## config.mk

```make
export PLATFORM = sky130hd
export DESIGN_NAME = e203_nice_csr_master
export DESIGN_NICKNAME = d
export VERILOG_FILES = /design/src/rtl/e203_nice_csr_master.sv
export SDC_FILE = /design/constraint.sdc
export NUM_CORES = 1
export LEC_CHECK = 0
export ABC_CLOCK_PERIOD_IN_PS = 1500
export CAP_MARGIN = 20
export CELL_PAD_IN_SITES_DETAIL_PLACEMENT = 1
export CELL_PAD_IN_SITES_GLOBAL_PLACEMENT = 1
export CORE_ASPECT_RATIO = 1.4
export CORE_UTILIZATION = 28
export DETAILED_ROUTE_END_ITERATION = 10
export GPL_TIMING_DRIVEN = 0
export PLACE_DENSITY = 0.8
export SETUP_SLACK_MARGIN = 0.5
export SYNTH_ARGS = -nofsm -noshare
export SYNTH_HDL_FRONTEND = slang
export SYNTH_SLANG_ARGS = --single-unit
```

## constraint.sdc

```tcl
create_clock -name clk -period 1.5 [get_ports clk]
set_input_delay 0.15 -clock clk [delete_from_list [all_inputs] [get_ports clk]]
set_output_delay 0.15 -clock clk [all_outputs]
set_load 0.05 [all_outputs]
```

## src/rtl/e203_nice_csr_master.sv

```systemverilog
//==============================================================================
// Module      : e203_nice_csr_master
// Description : Core-side initiator for the extended-CSR NICE handshake.
//               Accepts one CSR access from the EXU CSR stage and presents it
//               to the extended-CSR responder. It then returns the sampled
//               read data, or a timeout error, on a valid/ready response
//               channel.
// Revision    : 1.0 - initial release
//==============================================================================
`timescale 1ns/1ps
`default_nettype none

module e203_nice_csr_master #(
    parameter int TIMEOUT = 255,
    parameter int CNT_W   = 8
) (
    input  logic        clk,
    input  logic        rst_n,

    // Core CSR request channel
    input  logic        csr_req_valid,
    output logic        csr_req_ready,
    input  logic [11:0] csr_req_addr,
    input  logic        csr_req_wr,
    input  logic [31:0] csr_req_wdata,

    // Core CSR response channel
    output logic        csr_rsp_valid,
    input  logic        csr_rsp_ready,
    output logic [31:0] csr_rsp_rdata,
    output logic        csr_rsp_err,

    // Extended-CSR responder interface
    output logic        nice_csr_valid,
    input  logic        nice_csr_ready,
    output logic [31:0] nice_csr_addr,
    output logic        nice_csr_wr,
    output logic [31:0] nice_csr_wdata,
    input  logic [31:0] nice_csr_rdata,

    output logic        busy
);

    typedef enum logic [1:0] {
        ST_IDLE = 2'd0,
        ST_REQ  = 2'd1,
        ST_RSP  = 2'd2
    } state_e;

    state_e             state_q;
    logic [11:0]        addr_q;
    logic               wr_q;
    logic [31:0]        wdata_q;
    logic [31:0]        rdata_q;
    logic               err_q;
    logic [CNT_W-1:0]   cnt_q;
    logic [CNT_W-1:0]   cnt_d;
    logic               w_timeout_hit;

    // Terminal-count detect; a TIMEOUT of zero removes the guard entirely.
    generate
        if (TIMEOUT != 0) begin : g_timeout
            localparam logic [CNT_W-1:0] c_term_cnt = CNT_W'(TIMEOUT - 1);
            assign w_timeout_hit = (cnt_q == c_term_cnt);
        end else begin : g_no_timeout
            assign w_timeout_hit = 1'b0;
        end
    endgenerate

    // Saturating increment so the counter never wraps back to zero.
    always_comb begin
        cnt_d = cnt_q;
        if (cnt_q != {CNT_W{1'b1}}) begin
            cnt_d = cnt_q + 1'b1;
        end
    end

    // Access sequencer: latch request, wait for responder or timeout, hold
    // the response until the core consumes it.
    always_ff @(posedge clk or negedge rst_n) begin
        if (!rst_n) begin
            state_q <= ST_IDLE;
            addr_q  <= 12'd0;
            wr_q    <= 1'b0;
            wdata_q <= 32'd0;
            rdata_q <= 32'd0;
            err_q   <= 1'b0;
            cnt_q   <= '0;
        end else begin
            case (state_q)
                ST_IDLE: begin
                    if (csr_req_valid) begin
                        addr_q  <= csr_req_addr;
                        wr_q    <= csr_req_wr;
                        wdata_q <= csr_req_wdata;
                        cnt_q   <= '0;
                        state_q <= ST_REQ;
                    end
                end
                ST_REQ: begin
                    // Ready has priority over the timeout terminal count.
                    if (nice_csr_ready) begin
                        rdata_q <= nice_csr_rdata;
                        err_q   <= 1'b0;
                        state_q <= ST_RSP;
                    end else if (w_timeout_hit) begin
                        rdata_q <= 32'd0;
                        err_q   <= 1'b1;
                        state_q <= ST_RSP;
                    end else begin
                        cnt_q   <= cnt_d;
                    end
                end
                ST_RSP: begin
                    if (csr_rsp_ready) begin
                        state_q <= ST_IDLE;
                    end
                end
                default: begin
                    state_q <= ST_IDLE;
                end
            endcase
        end
    end

    // All handshake outputs decode from the state register only, so no
    // responder input can reach the core request channel combinationally.
    assign csr_req_ready  = (state_q == ST_IDLE);
    assign nice_csr_valid = (state_q == ST_REQ);
    assign csr_rsp_valid  = (state_q == ST_RSP);
    assign busy           = (state_q != ST_IDLE);

    assign nice_csr_addr  = {20'd0, addr_q};
    assign nice_csr_wr    = wr_q;
    assign nice_csr_wdata = wdata_q;
    assign csr_rsp_rdata  = rdata_q;
    assign csr_rsp_err    = err_q;

endmodule

`default_nettype wire

```

==> metrics.yaml <==
final_layout:
  mostFrequentLayoutCells: "100 x buf_4, 91 x buf_6, 86 x dfrtp_1"
  area_growth_pct: 93.0
  finalNetCount: 633
  final_area_um2: 7220
  layout-drive-gt1-share_pct: 53.8
  final_common_cell: "buf_4"
  fin_cells: 732
  diodes: 0
logic_synthesis:
  synth.area.top_cells: "dfrtp_1 59%, mux2_4 11%, a22o_1 7.5%"
  synth_edf_count: 0
  synth-async-reset-ratio_pct: 100
  ys_types: 37
  synth_top_area_cell: "dfrtp_1"
  yosys.area.top_type_share_pct: 58.9
  seq_area_frac_synth_pct: 58.9
  synth_area_um2: 3740
  ys_warn_count: 0
  synth_seq_cells: 88
  synth_ff_type: "dfrtp_1"
  synthCells: 260
  synth.avg_cell_area_um2: 14.4
floorplanning:
  boundaryPins: 184
  die_h_um: 139
  core_um2: 12900
  design.die.area_um2: 13800
  fp.dieW_um: 99.7
  start_util_pct: 28.9
  rows: 49
drt:
  top_layer_used: "met4"
  wl_met2_um: 7090
  wl_met3_um: 822
  drt_iter0_drc: 56
  dr.pass1.iters: 4
  wirelength_um: 13100
  routedWlPerCell_um: 17.9
  vias: 3254
  ant_nets: 0
  remaining_drc_errors: 0
  drt-met1-wl_um: 4920
  vias_per_cell: 4.45
power_and_ir_drop:
  design_power_total_uw: 20400
  ir_worst_vdd_uv: 1330
  p_per_area_nw_per_um2: 2820
  p_leak_uw: 0.00349
clocking:
  htreeDepth: 3
  clockRootBuffer: "clkbuf_16"
  worstSkewPairLatency_ns: 0.34
  cts_max_path_buffers: 2
  cts.sinks: 88
  cts_buffers: 9
  cts_tree: "yes"
  clkSlewWorstSetupHoldPaths_ns: 0.06
min_path:
  hold_class: "input pin to async pin"
setup_path:
  end_kind: "flop"
  required_ns: 1.72
  path_cells: "nand2b_4 > clkinv_4 > nor2_4 > buf_12 > buf_12 > buf_16 > mux2_4"
  critPathSlowestCell: "dfrtp_2"
  cp.arrival_ns: 1.83
  critPathMaxStageDelay_ns: 0.45
  path_class: "flop to flop"
  path_max_fanout: 5
  critPathLaunchType: "flop"
  cpMostUsedCell: "buf_12"
outcome:
  status: "finished, violations left"
  violations: "hold timing, setup timing"
sta:
  max_freq_mhz: 621
  rsz0062_at_grt: "yes"
  period_needed_ns: 1.61
  holdWs_ns: -0.177
  tightest_slew_ns: 0.631
  fin_tns_setup_ns: -2.74
  period_share_pct: 107
  finalHoldViolCount: 46
  finalMaxSlewViolations: 0
  finalSetupViolCount: 73
  maxSlewHeadroom_pct: 57.9
  worst_slack_ns: -0.111
  final.setup_skew_ns: 0.00473
place:
  dp_hpwl_um: 8010
  dpl.cell_count: 621
  pre_cts_slack_ns: -0.405
  globalplace.congestion: 0.751
  placed_area_um2: 5730
  port_buffers: 163
flow_run:
  max-cap-violations: 0
global_route:
  antenna_found_initial: 0
  grt_pass1_vias: 3523
  grt_pass1_wl_um: 18800
  track_usage_pct: 17.7
  grt_overflow: 0
  grt_max_degree: 48
-- worst max-delay path: cells and delay by family (launching register included) --
family | cells | cell delay [ns]
DFF | 1 | 0.45
buffers and inverters | 4 | 0.45
muxes | 1 | 0.30
and+or+nand+nor | 2 | 0.28
-- stage by stage --
| stage | hold slack [ns] | utilization [%] |
|---|---|---|
| floorplan | -0.146 | - |
| global placement | 0.481 | 44.2 |
| detailed placement | 0.216 | 44.3 |
| CTS | -0.152 | 52.2 |
| global route | -0.123 | 55.8 |
| finish | -0.177 | 55.8 |
-- logic make-up (layout without fill, tap and decap cells) --
| logic type | count (synthesis) | count (layout) | synth area share, % |
|---|---|---|---|
| AOI/OAI and AO/OA | 53 | 53 | 11.3 |
| adders and majority gates | 2 | 2 | 0.669 |
| buffers and inverters | 40 | 315 | 7.73 |
| DFF | 88 | 88 | 58.9 |
| muxes | 45 | 45 | 16.4 |
| other | 1 | 20 | 0.100 |
| and+or+nand+nor | 31 | 31 | 4.89 |
-- repair_timing --
action	4_1_cts	5_1_grt
resized for setup	609	26
setup buffers	48	40
endpoints found under the hold margin	46	46
setup endpoints to repair	170	170
pin swaps	9	7
gates cloned	4	3
-- flip-flops by register name, summed over array words and instances (netlist names) --
name	flops
addr_q	12
csr_rsp_err	1
state_q	2
cnt_q	8
nice_csr_wr	1
csr_rsp_rdata	32
nice_csr_wdata	32
-- per-layer routing --
| metal | global-route usage (%) | vias to the layer above |
|---|---|---|
| li1 | - | 1471 |
| met1 | 19.7 | 1610 |
| met2 | 32.3 | 156 |
| met3 | 3.83 | 17 |
| met4 | 7.20 | 0 |
| met5 | 0 | - |
-- cells in the mapped netlist (all sizes together) (2+ instances only) --
master,count
buf,32
nand2b,2
o21ai,6
ha,2
o211ai,2
a21oi,5
a31oi,2
inv,7
mux2,45
o22ai,2
nand3,3
nand2,7
nor3,3
dfrtp,88
a22o,32
nor2,9
-- path summary, 6_finish.rpt --
path / from / endpoint / slack [ns] / cells past startpoint
max in group asynchronous: rst_n / csr_rsp_rdata[7] / 1.01 / 2
worst max-delay path: state_q[0] / addr_q[7] / -0.11 / 7
worst min-delay path: rst_n / addr_q[0] / -0.18 / 1
worst max register to register: state_q[0] / addr_q[7] / -0.11 / 7
worst min register to register: csr_rsp_rdata[14] / csr_rsp_rdata[14] / 0.53 / 1
min in group clk: csr_rsp_ready / state_q[1] / 0.39 / 2
-- final cells by class --
type | count | area [um2]
tap | 178 | 223
fill | 1286 | 5720
inverter | 8 | 38.8
multi-input combinational | 151 | 1480
sequential | 88 | 2200
clock inverter | 6 | 91.3
timing repair buffer | 259 | 2630
buffer | 32 | 314
clock buffer | 10 | 239
-- power breakdown --
| part | switching (uW) | leakage [uW] | total [uW] | internal [uW] |
|---|---|---|---|---|
| logic | 6840 | 0.00226 | 13500 | 6660 |
| clock network | 956 | 0.000163 | 2470 | 1510 |
| registers | 914 | 0.00107 | 4410 | 3490 |
| total | 8710 | 0.00349 | 20400 | 11700 |
No activity file was read; power rests on OpenSTA's default activity.
